<file path="config.mk">
export PLATFORM = sky130hd
export DESIGN_NAME = dmem_hex_dumper
export DESIGN_NICKNAME = d
export VERILOG_FILES = /design/src/rtl/dmem_hex_dumper.sv
export SDC_FILE = /design/constraint.sdc
export NUM_CORES = 1
export LEC_CHECK = 0
export ABC_CLOCK_PERIOD_IN_PS = 3770
export BUFFER_PORTS_ARGS = -buffer_cell sky130_fd_sc_hd__buf_4
export CAP_MARGIN = 20
export CORE_ASPECT_RATIO = 0.6
export CORE_MARGIN = 10
export CORE_UTILIZATION = 37
export CTS_CLUSTER_SIZE = 16
export DETAILED_ROUTE_END_ITERATION = 8
export GPL_ROUTABILITY_DRIVEN = 1
export SETUP_SLACK_MARGIN = 0.02
export SKIP_CTS_REPAIR_TIMING = 1
export SLEW_MARGIN = 15
export SYNTH_ARGS = -nofsm -noshare
export SYNTH_HDL_FRONTEND = slang
export SYNTH_SLANG_ARGS = --single-unit
export TNS_END_PERCENT = 1
</file>
<file path="constraint.sdc">
create_clock -name CLK -period 3.77 [get_ports CLK]
set_input_delay 0.5655 -clock CLK [delete_from_list [all_inputs] [get_ports CLK]]
set_output_delay 0.5655 -clock CLK [all_outputs]
set_load 0.1 [all_outputs]
</file>
<file path="src/rtl/dmem_hex_dumper.sv">
// dmem_hex_dumper: dumps a data-memory word range as ASCII hex lines over an 8N1 UART
module dmem_hex_dumper #(
    parameter int          CLKS_PER_BIT = 434,
    parameter logic [10:0] START_ADDR   = 11'h000,
    parameter logic [10:0] END_ADDR     = 11'h7FF
) (
    input  logic        CLK,
    input  logic        nrst,
    input  logic        start,
    input  logic [31:0] con_data,
    output logic [10:0] con_addr,
    output logic        TX,
    output logic        busy,
    output logic        done
);
    localparam int BW = $clog2(CLKS_PER_BIT);
    typedef enum logic [2:0] {IDLE, FETCH, LATCH, LOAD, SHIFT, NEXT} state_t;
    state_t state, state_n;
    logic [10:0] addr_n;
    logic [31:0] word, word_n;
    logic [3:0] chr, chr_n, bit_cnt, bit_n, nib;
    logic [BW-1:0] baud, baud_n;
    logic [8:0] sh, sh_n;
    logic [7:0] ascii;
    logic tx_n, done_n, baud_end;
    assign busy = state != IDLE;
    assign baud_end = baud == BW'(CLKS_PER_BIT - 1);
    assign nib = word[{~chr[2:0], 2'b00} +: 4];
    assign ascii = chr == 4'd8 ? 8'h0D :
                   chr == 4'd9 ? 8'h0A :
                   nib < 4'd10 ? 8'h30 + {4'h0, nib} : 8'h37 + {4'h0, nib};
    always_comb begin
        state_n = state;
        addr_n  = con_addr;
        word_n  = word;
        chr_n   = chr;
        bit_n   = bit_cnt;
        baud_n  = baud;
        sh_n    = sh;
        tx_n    = TX;
        done_n  = 1'b0;
        case (state)
            IDLE: begin
                addr_n = START_ADDR;
                if (start && !done) state_n = FETCH;
            end
            FETCH: state_n = LATCH;
            LATCH: begin
                word_n  = con_data;
                chr_n   = 4'd0;
                state_n = LOAD;
            end
            LOAD: begin
                sh_n    = {1'b1, ascii};
                tx_n    = 1'b0;
                bit_n   = 4'd0;
                baud_n  = '0;
                state_n = SHIFT;
            end
            SHIFT: begin
                baud_n = baud_end ? '0 : baud + BW'(1);
                if (baud_end && bit_cnt == 4'd9) begin
                    chr_n   = chr + 4'd1;
                    state_n = chr == 4'd9 ? NEXT : LOAD;
                end else if (baud_end) begin
                    tx_n  = sh[0];
                    sh_n  = {1'b0, sh[8:1]};
                    bit_n = bit_cnt + 4'd1;
                end
            end
            NEXT: begin
                if (con_addr == END_ADDR) begin
                    done_n  = 1'b1;
                    addr_n  = START_ADDR;
                    state_n = IDLE;
                end else begin
                    addr_n  = con_addr + 11'd1;
                    state_n = FETCH;
                end
            end
            default: state_n = IDLE;
        endcase
    end
    always_ff @(posedge CLK) begin
        if (!nrst) begin
            state    <= IDLE;
            con_addr <= START_ADDR;
            word     <= '0;
            chr      <= '0;
            bit_cnt  <= '0;
            baud     <= '0;
            sh       <= '1;
            TX       <= 1'b1;
            done     <= 1'b0;
        end else begin
            state    <= state_n;
            con_addr <= addr_n;
            word     <= word_n;
            chr      <= chr_n;
            bit_cnt  <= bit_n;
            baud     <= baud_n;
            sh       <= sh_n;
            TX       <= tx_n;
            done     <= done_n;
        end
    end
endmodule

</file>
### Word level (Yosys, flattened, before mapping)

Index checks and enable logic that the tools add are counted.

| storage, ports and cells | value |
|---|---|
| bits in registers | 74 |
| input port bits | 35 |

| cells by class | value |
|---|---|
| reductions and logical operators | 12 |
| add/sub/neg operators | 6 |
| mux-type cells | 24 |
| magnitude comparators | 1 |
| equality and inequality tests | 14 |
| shifts and indexed selects | 1 |
| bitwise operators | 1 |

Operator list:

| cell | count |
|---|---|
| $pmux W9 S2 | 2 |
| $shiftx A32 B6 Y4 | 1 |
| $mux W9 | 3 |
| $pmux W11 S2 | 1 |
| $mux W7 | 3 |
| $pmux W3 S6 | 1 |
| $pmux W4 S2 | 2 |
| $add A6 B4 Y7 const A | 2 |
| $eq A4 B4 Y1 const B | 3 |
| $mux W4 | 3 |
| $add A11 B1 Y11 const B | 1 |
| $eq A11 B11 Y1 const B | 1 |
| $mux W11 | 1 |
| $add A9 B1 Y9 const B | 1 |
| $eq A9 B9 Y1 const B | 1 |
| $mux W3 | 3 |
| $add A4 B1 Y4 const B | 2 |
| $ne A2 B2 Y1 const B | 4 |
| $eq A3 B2 Y1 const B | 2 |
| $eq A3 B3 Y1 const B | 2 |
| $reduce_and A2 Y1 | 3 |
| $reduce_bool A2 Y1 | 3 |
| $lt A4 B4 Y1 const B | 1 |
| $mux W1 | 4 |
| 8 further kinds | 9 |

### Logic depth before layout (Yosys ltp)

Gate-level depths: netlist (run 1).

| logic depth | value |
|---|---|
| word-level depth | 7 |
| gate-level depth with buffers | 8 |
| depth with buffers taken out | 7 |

### Worst setup path before layout (run 1)

No wires, ideal clock.

| timing path | value |
|---|---|
| path kind | reg2reg |
| start point | reg con_addr[0] |
| end point | reg con_addr[10] |
| data required time | 3.644 ns |
| stages on the path, launching flop included | 7 |
| path slack | 1.192 ns |
| arrival | 2.452 ns |
| path buffers | 0 |
| period minus slack after synthesis | 2.578 ns |
| path through | dfxtp_1 > ha_1 > nand3_1 > o41ai_2 > inv_1 > o21ai_1 > nor2_1 |

| on the way | value |
|---|---|
| cells in the longest elaborated chain, start to end | 3 |
| elaborated cells on any way between the ends | 4 |
| those cells by class | add/sub (1); eq/ne (1); mux (2) |

Ends and longest elaborated chain:

| item | line | source |
|---|---|---|
| from (decl) | 11 | `output logic [10:0] con_addr,` |
| from (signal assigned) | 97 | `con_addr <= addr_n;` |
| $add A11 B1 Y11 / $eq A11 B11 Y1 (equally long branches) | 77, 72 |  |
| $mux W11 * | 72 | `if (con_addr == END_ADDR) begin` |
| $pmux W11 S2 * | 42 | `case (state)` |

Mark *: on every way between the ends. The rest lies on a longest branch, timed or not.
A chain may end at the register's enable or synchronous reset.

### Final worst setup path (run 1)

| timing path | value |
|---|---|
| start point | reg chr[2] |
| end point | reg sh[2] |

| on the way | value |
|---|---|
| cells in the longest elaborated chain, start to end | 7 |
| elaborated cells on any way between the ends | 11 |
| those cells by class | add/sub (2); order compare (1); eq/ne (2); shift (1); mux (4); bitwise (1) |

Ends and longest elaborated chain:

| item | line | source |
|---|---|---|
| from (decl) | 21 | `logic [3:0] chr, chr_n, bit_cnt, bit_n, nib;` |
| from (signal assigned) | 99 | `chr <= chr_n;` |
| $not A3 Y3 | 28 | `assign nib = word[{~chr[2:0], 2'b00} +: 4];` |
| $shiftx A32 B6 Y4 | 28 |  |
| $add A6 B4 Y7 / $lt A4 B4 Y1 (equally long branches) | 31 | `nib < 4'd10 ? 8'h30 + {4'h0, nib} : 8'h37 + {4'h0, nib};` |
| $mux W7 | 31 |  |
| $mux W7 | 30 | `chr == 4'd9 ? 8'h0A :` |
| $mux W7 * | 29 | `assign ascii = chr == 4'd8 ? 8'h0D :` |
| $pmux W9 S2 * | 42 |  |
| to (signal assigned) | 102 | `sh <= sh_n;` |
| to (decl) | 23 | `logic [8:0] sh, sh_n;` |

Marked as above.

==> results of run 1 <==
cell usage after synthesis (all sizes together) (2+ instances only):
| cell type | number | area [um2] |
|---|---|---|
| mux2i | 5 | 66.3 |
| a21boi | 37 | 278 |
| and3 | 7 | 43.8 |
| nor3 | 4 | 20.0 |
| xor2 | 5 | 43.8 |
| mux4 | 8 | 184 |
| nand3b | 7 | 52.6 |
| o21ai | 21 | 105 |
| inv | 7 | 26.3 |
| a21oi | 9 | 45.0 |
| a22oi | 2 | 15.0 |
| nand3 | 11 | 55.1 |
| nor3b | 5 | 42.5 |
| a211oi | 2 | 15.0 |
| nand4 | 3 | 33.8 |
| nand2 | 93 | 349 |
| ha | 9 | 113 |
| or3 | 2 | 12.5 |
| dfxtp | 74 | 1480 |
| xnor2 | 4 | 35.0 |
| nor4 | 3 | 33.8 |
| and3b | 3 | 26.3 |
| nor2b | 10 | 62.6 |
| o211ai | 4 | 30.0 |
| clkbuf | 17 | 63.8 |
| a21o | 2 | 15.0 |
| a221oi | 2 | 17.5 |
| a31oi | 4 | 25.0 |
| o41ai | 2 | 43.8 |
| buf | 7 | 53.8 |
| nor2 | 22 | 82.6 |
| and2 | 5 | 31.3 |
| nand4b | 2 | 17.5 |
flip-flops by register name, summed over array words and instances, names as in the netlist:
name,cells
TX,1
state,3
word,32
baud,9
bit_cnt,4
sh,9
done,1
chr,4
con_addr,11
per-stage QoR:
stage	std cells	hold WS [ns]	power (W)	util	instance area, um2
final	595	0.464	0.00199	0.456	4480
after global routing	595	0.486	0.00207	0.456	4480
after CTS	595	0.467	0.00201	0.456	4480
after detailed placement	579	0.459	0.00107	0.423	4150
after global placement	578	0.439	0.00106	0.421	4130
after floorplan	418	0.426	0.00100	-	3710
layout make-up:
| class | instances | area share |
|---|---|---|
| tap | 135 | 0.0377 |
| timing repair buffer | 50 | 0.0855 |
| clock inverter | 6 | 0.0201 |
| clock buffer | 10 | 0.0534 |
| sequential | 74 | 0.331 |
| multi-input combinational | 312 | 0.465 |
| inverter | 8 | 0.00671 |
worst min-delay path by stage:
| stage | cells past startpoint | end | startpoint | slack (ns) |
|---|---|---|---|---|
| after floorplan | 1 | sh[8] | sh[8] | 0.43 |
| after global placement | 1 | sh[8] | sh[8] | 0.44 |
| after detailed placement | 2 | word[9] | word[9] | 0.46 |
| after CTS | 2 | word[9] | word[9] | 0.47 |
| after global routing | 2 | word[17] | word[17] | 0.49 |
| final | 2 | word[9] | word[9] | 0.46 |
worst max-delay path, cell delays in order (launching register included):
cell,delay [ns]
dfxtp_1,0.67
mux4_1,0.65
mux2i_2,0.29
ha_1,0.25
inv_1,0.05
nor4b_1,0.29
a211oi_1,0.11
o211ai_1,0.17
metal layers:
metal,track usage,vias up,share of wire
met3,0.0349,5,0.057
met1,0.187,1435,0.53
met4,0.0496,0,0.0080
met5,0,-,0
li1,-,1555,-
met2,0.157,61,0.41
power groups by stage:
| stage | sequential (W) | clock (W) | combinational [W] |
|---|---|---|---|
| 2_1_floorplan | 0.000849 | 0 | 0.000151 |
| 5_1_grt | 0.000846 | 0.000991 | 0.000236 |
| 6_report | 0.000840 | 0.000936 | 0.000212 |
| 3_3_place_gp | 0.000857 | 0 | 0.000206 |
| 3_5_place_dp | 0.000857 | 0 | 0.000213 |
| 4_1_cts | 0.000840 | 0.000960 | 0.000213 |
kinds of logic (layout without fill, tap and decap cells):
family                   after synthesis  after routing
AO/OA/AOI/OAI                         98             98
XOR/XNOR                               9              9
adder cells (fa/ha/maj)                9              9
buffers and inverters                 32             74
flip-flops                            74             74
multiplexers                          14             14
AND/OR/NAND/NOR                      182            182
==> results_dict.tcl, run 1 <==
set metrics [dict create \
    status "finished clean" \
    synthMuxAreaShare 0.0715 \
    synth_simple_gate_area_share 0.245 \
    ant_nets 0 \
    place_congestion 0.807 \
    insertion_delay_ns 0.34 \
    skew_ns 0.00564 \
    synth_cell_types 63 \
    die_h_um 97.6 \
    avgSynthCellArea_um2 8.88 \
    viasPerCell 5.14 \
    sw_frac_of_total 0.246 \
    synth_compound_area_frac 0.193 \
    grtUsageTotal 0.124 \
    syn_inst 418 \
    yosys_warnings 0 \
    layout.cells.most_common_list "nand2_1 (93), dfxtp_1 (74), buf_4 (49), a21boi_0 (34), nor2_1 (22)" \
    first_iter_violations 246 \
    diodes 0 \
    synthFlopType "dfxtp_1" \
    nFillCells 990 \
    area_growth_syn_to_layout_pct 20.6 \
    critical_path_required_ns 4.04 \
    maxCapViolations 0 \
    total_leakage_power_nw 1.73 \
    htreeDepth 3 \
    critPathLaunch "chr[2]" \
    clkPwrFrac 0.471 \
    setup_viol 0 \
    grt_max_degree 68 \
    start_kind "flip-flop" \
    io-pin-count 49 \
    rows 28 \
    seq_area_frac_synth 0.399 \
    synth_edf_count 0 \
    clk_pin_slew_worst_paths_ns 0.06 \
    crit_arrival_ns 2.82 \
    finalSetupTns_ns 0 \
    pre_cts_slack_ns 1.19 \
    fin_nets 499 \
    ir_drop_v 0.000228 \
    r2r_start "chr[2]" \
    pwr-share-comb 0.107 \
    internal-power_w 0.00150 \
    path_max_fanout 12 \
    worst_pin_slew_ns 0.779 \
    synth-xor-area-share 0.0212 \
    syn_nets 462 \
    cts_tree "built" \
    start_util 0.378 \
    drt-wirelength-per-cell_um 14.6 \
    cts_made_buffers 9 \
    overflow 0 \
    powerDensity_mw_per_mm2 444 \
    die_w_um 149 \
    fmaxAchievable_ghz 0.391 \
    fin_ws_ns 1.21 \
    endpoint_kind "flip-flop" \
    port_buffers 48 \
    cts_sinks 74 \
    syn-cell-area_mm2 0.00371 \
    p_seq_frac 0.423 \
    hold_viol_final 0 \
    cts_buffer_depth 2 \
    drt-total-wl_um 8700 \
    synth_fa_ha_area_frac 0.0304 \
    reg2reg_depth 7 \
    grt_pass1_wl_um 14800 \
    synth_top_family_by_area "simple AND/OR/NAND/NOR gates" \
    ff2ff_setup_slack_ns 1.21 \
    antenna_found_initial 0 \
    switchingPower_w 0.000489 \
    slew_headroom 0.477 \
    via_count 3056 \
    grt_pass1_vias 2874 \
    die_area_mm2 0.0146 \
    cp-endpoint "sh[2]" \
    drc 0 \
    drtPass1Iterations 4 \
    ys_seq_elements 74 \
    period_share 0.678 \
    hold_path_class "flip-flop to flip-flop" \
    drive_gt1_frac 0.187 \
    cts.root.buffer_cell "clkbuf_16" \
    seqCellArea_mm2 0.00148 \
    slew_viol_final 0 \
    dp_hpwl_um 6230 \
    grt_setup_unrepaired "false" \
    async_flop_share 0 \
    rr_endpoint "sh[2]" \
    multi_input_area_mm2 0.00208 \
    core-area_mm2 0.00981 \
    final_common_cell "nand2_1" \
    fin_crit_ns 2.56 \
    worstSetupPathType "flip-flop to flip-flop" \
]
(Power assumes the default switching activity.)
==> inputs of run 2 (changes only) <==
- ABC_CLOCK_PERIOD_IN_PS: 3770 -> 2300
- clock period: 3.77 -> 2.3 ns (I/O delays scaled with it)
==> run 2 against run 1 <==
Hold slack lost 0.20 ns. Total power grew 64%. Sequential share of layout area decreased by 0.55 points. Flip-flop and latch count did not move. Design area grew 2.3%. Combinational power is 69% higher. Clock-buffer cell count shrank 1. Sequential power increased by 63%. Routed wire length rose by 0.72%. Worst setup slack got worse by 1.0 ns. Critical path depth down 3. Critical path type unchanged.
==> results_dict.tcl, run 2 (synthesis results as in run 1) <==
set metrics [dict create \
    status "finished clean" \
    rows 28 \
    drt-wirelength-per-cell_um 14.4 \
    ant_nets 0 \
    place_congestion 0.751 \
    period_share 0.914 \
    pwr-share-comb 0.110 \
    htreeDepth 3 \
    drive_gt1_frac 0.226 \
    core-area_mm2 0.00981 \
    endpoint_kind "flip-flop" \
    top_regs "word: 32 flops, con_addr: 11 flops" \
    min_to "word[13]" \
    dp_hpwl_um 6580 \
    seqCellArea_mm2 0.00149 \
    fmaxAchievable_ghz 0.476 \
    multi_input_area_mm2 0.00209 \
    rr_endpoint "sh[5]" \
    crit_arrival_ns 2.31 \
    cts_tree "built" \
    cts_sinks 74 \
    start_util 0.378 \
    via_count 3090 \
    start_kind "flip-flop" \
    cts_made_buffers 9 \
    grt_setup_unrepaired "true" \
    grt_pass1_vias 2815 \
    sw_frac_of_total 0.253 \
    area_growth_syn_to_layout_pct 23.4 \
    ff2ff_setup_slack_ns 0.20 \
    insertion_delay_ns 0.34 \
    overflow 0 \
    port_buffers 48 \
    largest_reg_flops 32 \
    final_common_cell "nand2_1" \
    slew_headroom 0.649 \
    drc 0 \
    fin_nets 512 \
    antenna_found_initial 0 \
    slew_viol_final 0 \
    p_seq_frac 0.420 \
    pre_cts_slack_ns 0.192 \
    fin_ws_ns 0.198 \
    fin_crit_ns 2.10 \
    path_max_fanout 12 \
    ir_drop_v 0.000298 \
    die_w_um 149 \
    skew_ns 0.00683 \
    finalSetupTns_ns 0 \
    worst_pin_slew_ns 0.524 \
    hold_start "con_data[13]" \
    top_register "word" \
    nFillCells 968 \
    first_iter_violations 236 \
    viasPerCell 5.08 \
    drtPass1Iterations 5 \
    grt_pass1_wl_um 14600 \
    critical_path_required_ns 2.51 \
    maxCapViolations 0 \
    worstSetupPathType "flip-flop to flip-flop" \
    power_w 0.00327 \
    clkPwrFrac 0.470 \
    internal-power_w 0.00244 \
    cts_buffer_depth 2 \
    die_area_mm2 0.0146 \
    r2r_start "state[2]" \
    drt-total-wl_um 8760 \
    total_leakage_power_nw 1.79 \
    cts.root.buffer_cell "clkbuf_16" \
    hold_viol_final 0 \
    reg2reg_depth 4 \
    io-pin-count 49 \
    grtUsageTotal 0.121 \
    diodes 0 \
    grt_max_degree 42 \
    switchingPower_w 0.000828 \
    powerDensity_mw_per_mm2 714 \
    clk_pin_slew_worst_paths_ns 0.06 \
    layout.cells.most_common_list "nand2_1 (93), dfxtp_1 (67), buf_4 (63), a21boi_0 (34), nor2_1 (22)" \
    hold_path_class "input pin to flip-flop" \
    setup_viol 0 \
    hold_path_depth 3 \
    die_h_um 97.6 \
]
-- run 2: cell count changes in the layout (fill, tap and decap cells not counted) --
cell / delta
nor4b_1: -1
nor4b_2: +1
buf_8: -1
clkbuf_8: -1
dfxtp_2: +7
clkinvlp_4: +1
inv_6: +2
dfxtp_1: -7
clkinv_4: -1
clkinv_2: -1
buf_4: +14
-- run 2: cell type report --
cell class,count,area share
multi-input cells,312,0.456
well taps,135,0.0369
clock buffers,9,0.0492
repair buffers,63,0.103
flip-flops and latches,74,0.325
clock inverters,7,0.0221
inverters,8,0.00656
-- run 2: metal layers --
metal | track usage | up-vias | part of all wire
met5 | 0 | - | 0
met4 | 0.0361 | 0 | 0.0071
met3 | 0.0400 | 4 | 0.047
met2 | 0.148 | 58 | 0.39
met1 | 0.188 | 1443 | 0.56
li1 | - | 1585 | -
-- run 2: power by group through the flow --
stage	logic [W]	registers, W	clock network [W]
CTS	0.000361	0.00137	0.00157
global placement	0.000356	0.00140	0
detailed placement	0.000360	0.00140	0
finish	0.000359	0.00137	0.00154
floorplan	0.000248	0.00139	0
global route	0.000399	0.00138	0.00163
-- run 2: how the worst max path moves through the flow --
stage                start          end  slack [ns]  depth (start not counted)
6_report          state[2]        sh[5]        0.20                          4
5_1_grt             chr[2]        sh[2]        0.02                          7
4_1_cts           state[2]        sh[0]        0.18                          5
3_5_place_dp      state[2]        sh[0]        0.19                          5
3_3_place_gp      state[2]        sh[0]        0.23                          5
2_1_floorplan  con_addr[7]  con_addr[2]        0.07                          5
-- run 2: through the flow --
step	instances	area (um2)	hold WS (ns)	util
after detailed placement	592	4250	0.459	0.433
final	608	4580	0.265	0.467
after floorplan	418	3720	0.426	-
after CTS	608	4570	0.253	0.466
after global placement	592	4250	0.449	0.433
after global routing	608	4580	0.262	0.467
-- run 2: critical path: stages, from the launching register on --
cell	delay (ns)
dfxtp_1	0.44
or3b_4	0.51
o41a_1	0.61
a221oi_1	0.32
o21ai_1	0.09
==> inputs of run 3 (changes only) <==
- CELL_PAD_IN_SITES_DETAIL_PLACEMENT: unset -> 0
- CELL_PAD_IN_SITES_GLOBAL_PLACEMENT: unset -> 1
- PLACE_DENSITY_LB_ADDON: unset -> 0.1
==> run 3 against run 2 <==
Critical endpoint is now sh[2]. Clock skew shrank 0.0014 ns. Hold slack gained 0.0040 ns. Cell count rose by 0.66%. Sequential share of layout area down 0.24 points. Maximum frequency grew 0.39%. First-iteration DRC count decreased by 12%. Design area is 0.82% higher. Combinational power increased by 3%. Worst setup slack gained 0.0081 ns. Core utilization increased by 0.38 points. Global-route usage rose by 1.5 points. Non-clock buffer count up 4.
==> results_dict.tcl, run 3 (synthesis results as in run 1) <==
set metrics [dict create \
    slew_viol_final 0 \
    insertion_delay_ns 0.33 \
    placed_area_mm2 0.00428 \
    pwr-share-comb 0.111 \
    worstSetupPathType "flip-flop to flip-flop" \
    crit_arrival_ns 2.35 \
    cts.root.buffer_cell "clkbuf_16" \
    die_area_mm2 0.0146 \
    cpPeakStageDelay_ns 0.58 \
    status "finished clean" \
    fin_crit_ns 2.09 \
    drive_gt1_frac 0.233 \
    drc 0 \
    drtPass1Iterations 4 \
    top_regs "word: 32 flops, con_addr: 11 flops" \
    final_area_mm2 0.00462 \
    reg2reg_depth 7 \
    dp_cells 596 \
    switchingPower_w 0.000789 \
    viasPerCell 5.02 \
    worst_pin_slew_ns 0.499 \
    final_common_cell "nand2_1" \
    period_share 0.911 \
    r2r_start "chr[2]" \
    grt_pass1_wl_um 15900 \
    largest_reg_flops 32 \
    layout.cells.most_common_list "nand2_1 (93), buf_4 (67), dfxtp_1 (66), a21boi_0 (34), nor2_1 (22)" \
    critical_path_required_ns 2.56 \
    cts_buffer_depth 2 \
    cts_sinks 74 \
    internal-power_w 0.00252 \
    area_growth_syn_to_layout_pct 24.4 \
    cts_made_buffers 9 \
    cts_tree "built" \
    sw_frac_of_total 0.238 \
    path_delay_family "multiplexers" \
    powerDensity_mw_per_mm2 717 \
    diodes 0 \
    fin_nets 516 \
    first_iter_violations 208 \
    total_leakage_power_nw 1.82 \
    top_register "word" \
    ant_nets 0 \
    rr_endpoint "sh[2]" \
    dp_hpwl_um 6990 \
    fin_cells 612 \
    die_w_um 149 \
    utilization 0.471 \
    endpoint_kind "flip-flop" \
    critPathLaunch "chr[2]" \
    ir_drop_v 0.000387 \
    path_max_fanout 4 \
    slew_headroom 0.663 \
    antenna_found_initial 0 \
    cp_slowest_cell "mux4_1" \
    die_h_um 97.6 \
    via_count 3074 \
    ff2ff_setup_slack_ns 0.21 \
    io-pin-count 49 \
    grt_max_degree 40 \
    overflow 0 \
    drt-total-wl_um 9410 \
    path_buf_inv 1 \
    skew_ns 0.00546 \
    setup_viol 0 \
    path_depth 7 \
    nFillCells 968 \
    start_util 0.378 \
    power_w 0.00331 \
    cp-endpoint "sh[2]" \
    clk_pin_slew_worst_paths_ns 0.06 \
    p_seq_frac 0.416 \
    place_congestion 0.832 \
    grtUsageTotal 0.136 \
    grt_pass1_vias 3039 \
    clkPwrFrac 0.473 \
    finalSetupTns_ns 0 \
    grt_setup_unrepaired "false" \
    start_kind "flip-flop" \
    port_buffers 48 \
    crit_chain "mux4_1 > mux2i_2 > ha_1 > inv_1 > nor4b_1 > a211oi_1 > o211ai_1" \
    maxCapViolations 0 \
    hold_path_class "input pin to flip-flop" \
    hold_viol_final 0 \
    fmaxAchievable_ghz 0.478 \
    htreeDepth 3 \
    core-area_mm2 0.00981 \
    rows 28 \
    drt-wirelength-per-cell_um 15.4 \
]
[run 3: area by class of cell]
class | instances | area [um2] | area share
Clock buffer | 12 | 267 | 0.0577
Inverter | 8 | 30.0 | 0.00651
Tap cell | 135 | 169 | 0.0366
Multi-Input combinational cell | 312 | 2080 | 0.451
Sequential cell | 74 | 1490 | 0.323
Clock inverter | 4 | 72.6 | 0.0157
Timing Repair Buffer | 67 | 503 | 0.109
[run 3: worst register-to-register path: cells and delay by family (launching register included)]
kind,cells,cell delay [ns]
compound gates,2,0.30
fa+ha+maj,1,0.22
buf+inv,1,0.05
flops,1,0.37
mux,2,0.77
simple gates,1,0.31
[run 3: how the worst min path moves through the flow]
stage                            start       end  slack, ns  cells after the start
after floorplan                  sh[8]     sh[8]       0.43                      1
after global placement        word[10]  word[10]       0.46                      2
after detailed placement       word[0]   word[0]       0.46                      2
after CTS                 con_data[21]  word[21]       0.25                      3
after global routing      con_data[28]  word[28]       0.27                      3
final                      con_data[8]   word[8]       0.27                      3
[run 3: power by group through the flow]
stage | Sequential [W] | Clock, W | Combinational (W)
2_1_floorplan | 0.00139 | 0 | 0.000248
3_5_place_dp | 0.00140 | 0 | 0.000371
6_report | 0.00138 | 0.00157 | 0.000368
3_3_place_gp | 0.00141 | 0 | 0.000369
4_1_cts | 0.00138 | 0.00161 | 0.000372
5_1_grt | 0.00139 | 0.00167 | 0.000414
[run 3: metal layers]
layer,part of all wire,up-vias,GRT usage
met1,0.56,1421,0.207
li1,-,1590,-
met5,0,-,0
met3,0.061,4,0.0414
met4,0.0080,0,0.0473
met2,0.37,59,0.169
[run 3: metrics by stage]
step	hold slack, ns	setup slack [ns]
final	0.269	0.206
after global routing	0.272	0.0468
after CTS	0.255	0.106
after detailed placement	0.459	0.127
after global placement	0.457	0.264
after floorplan	0.426	0.0670
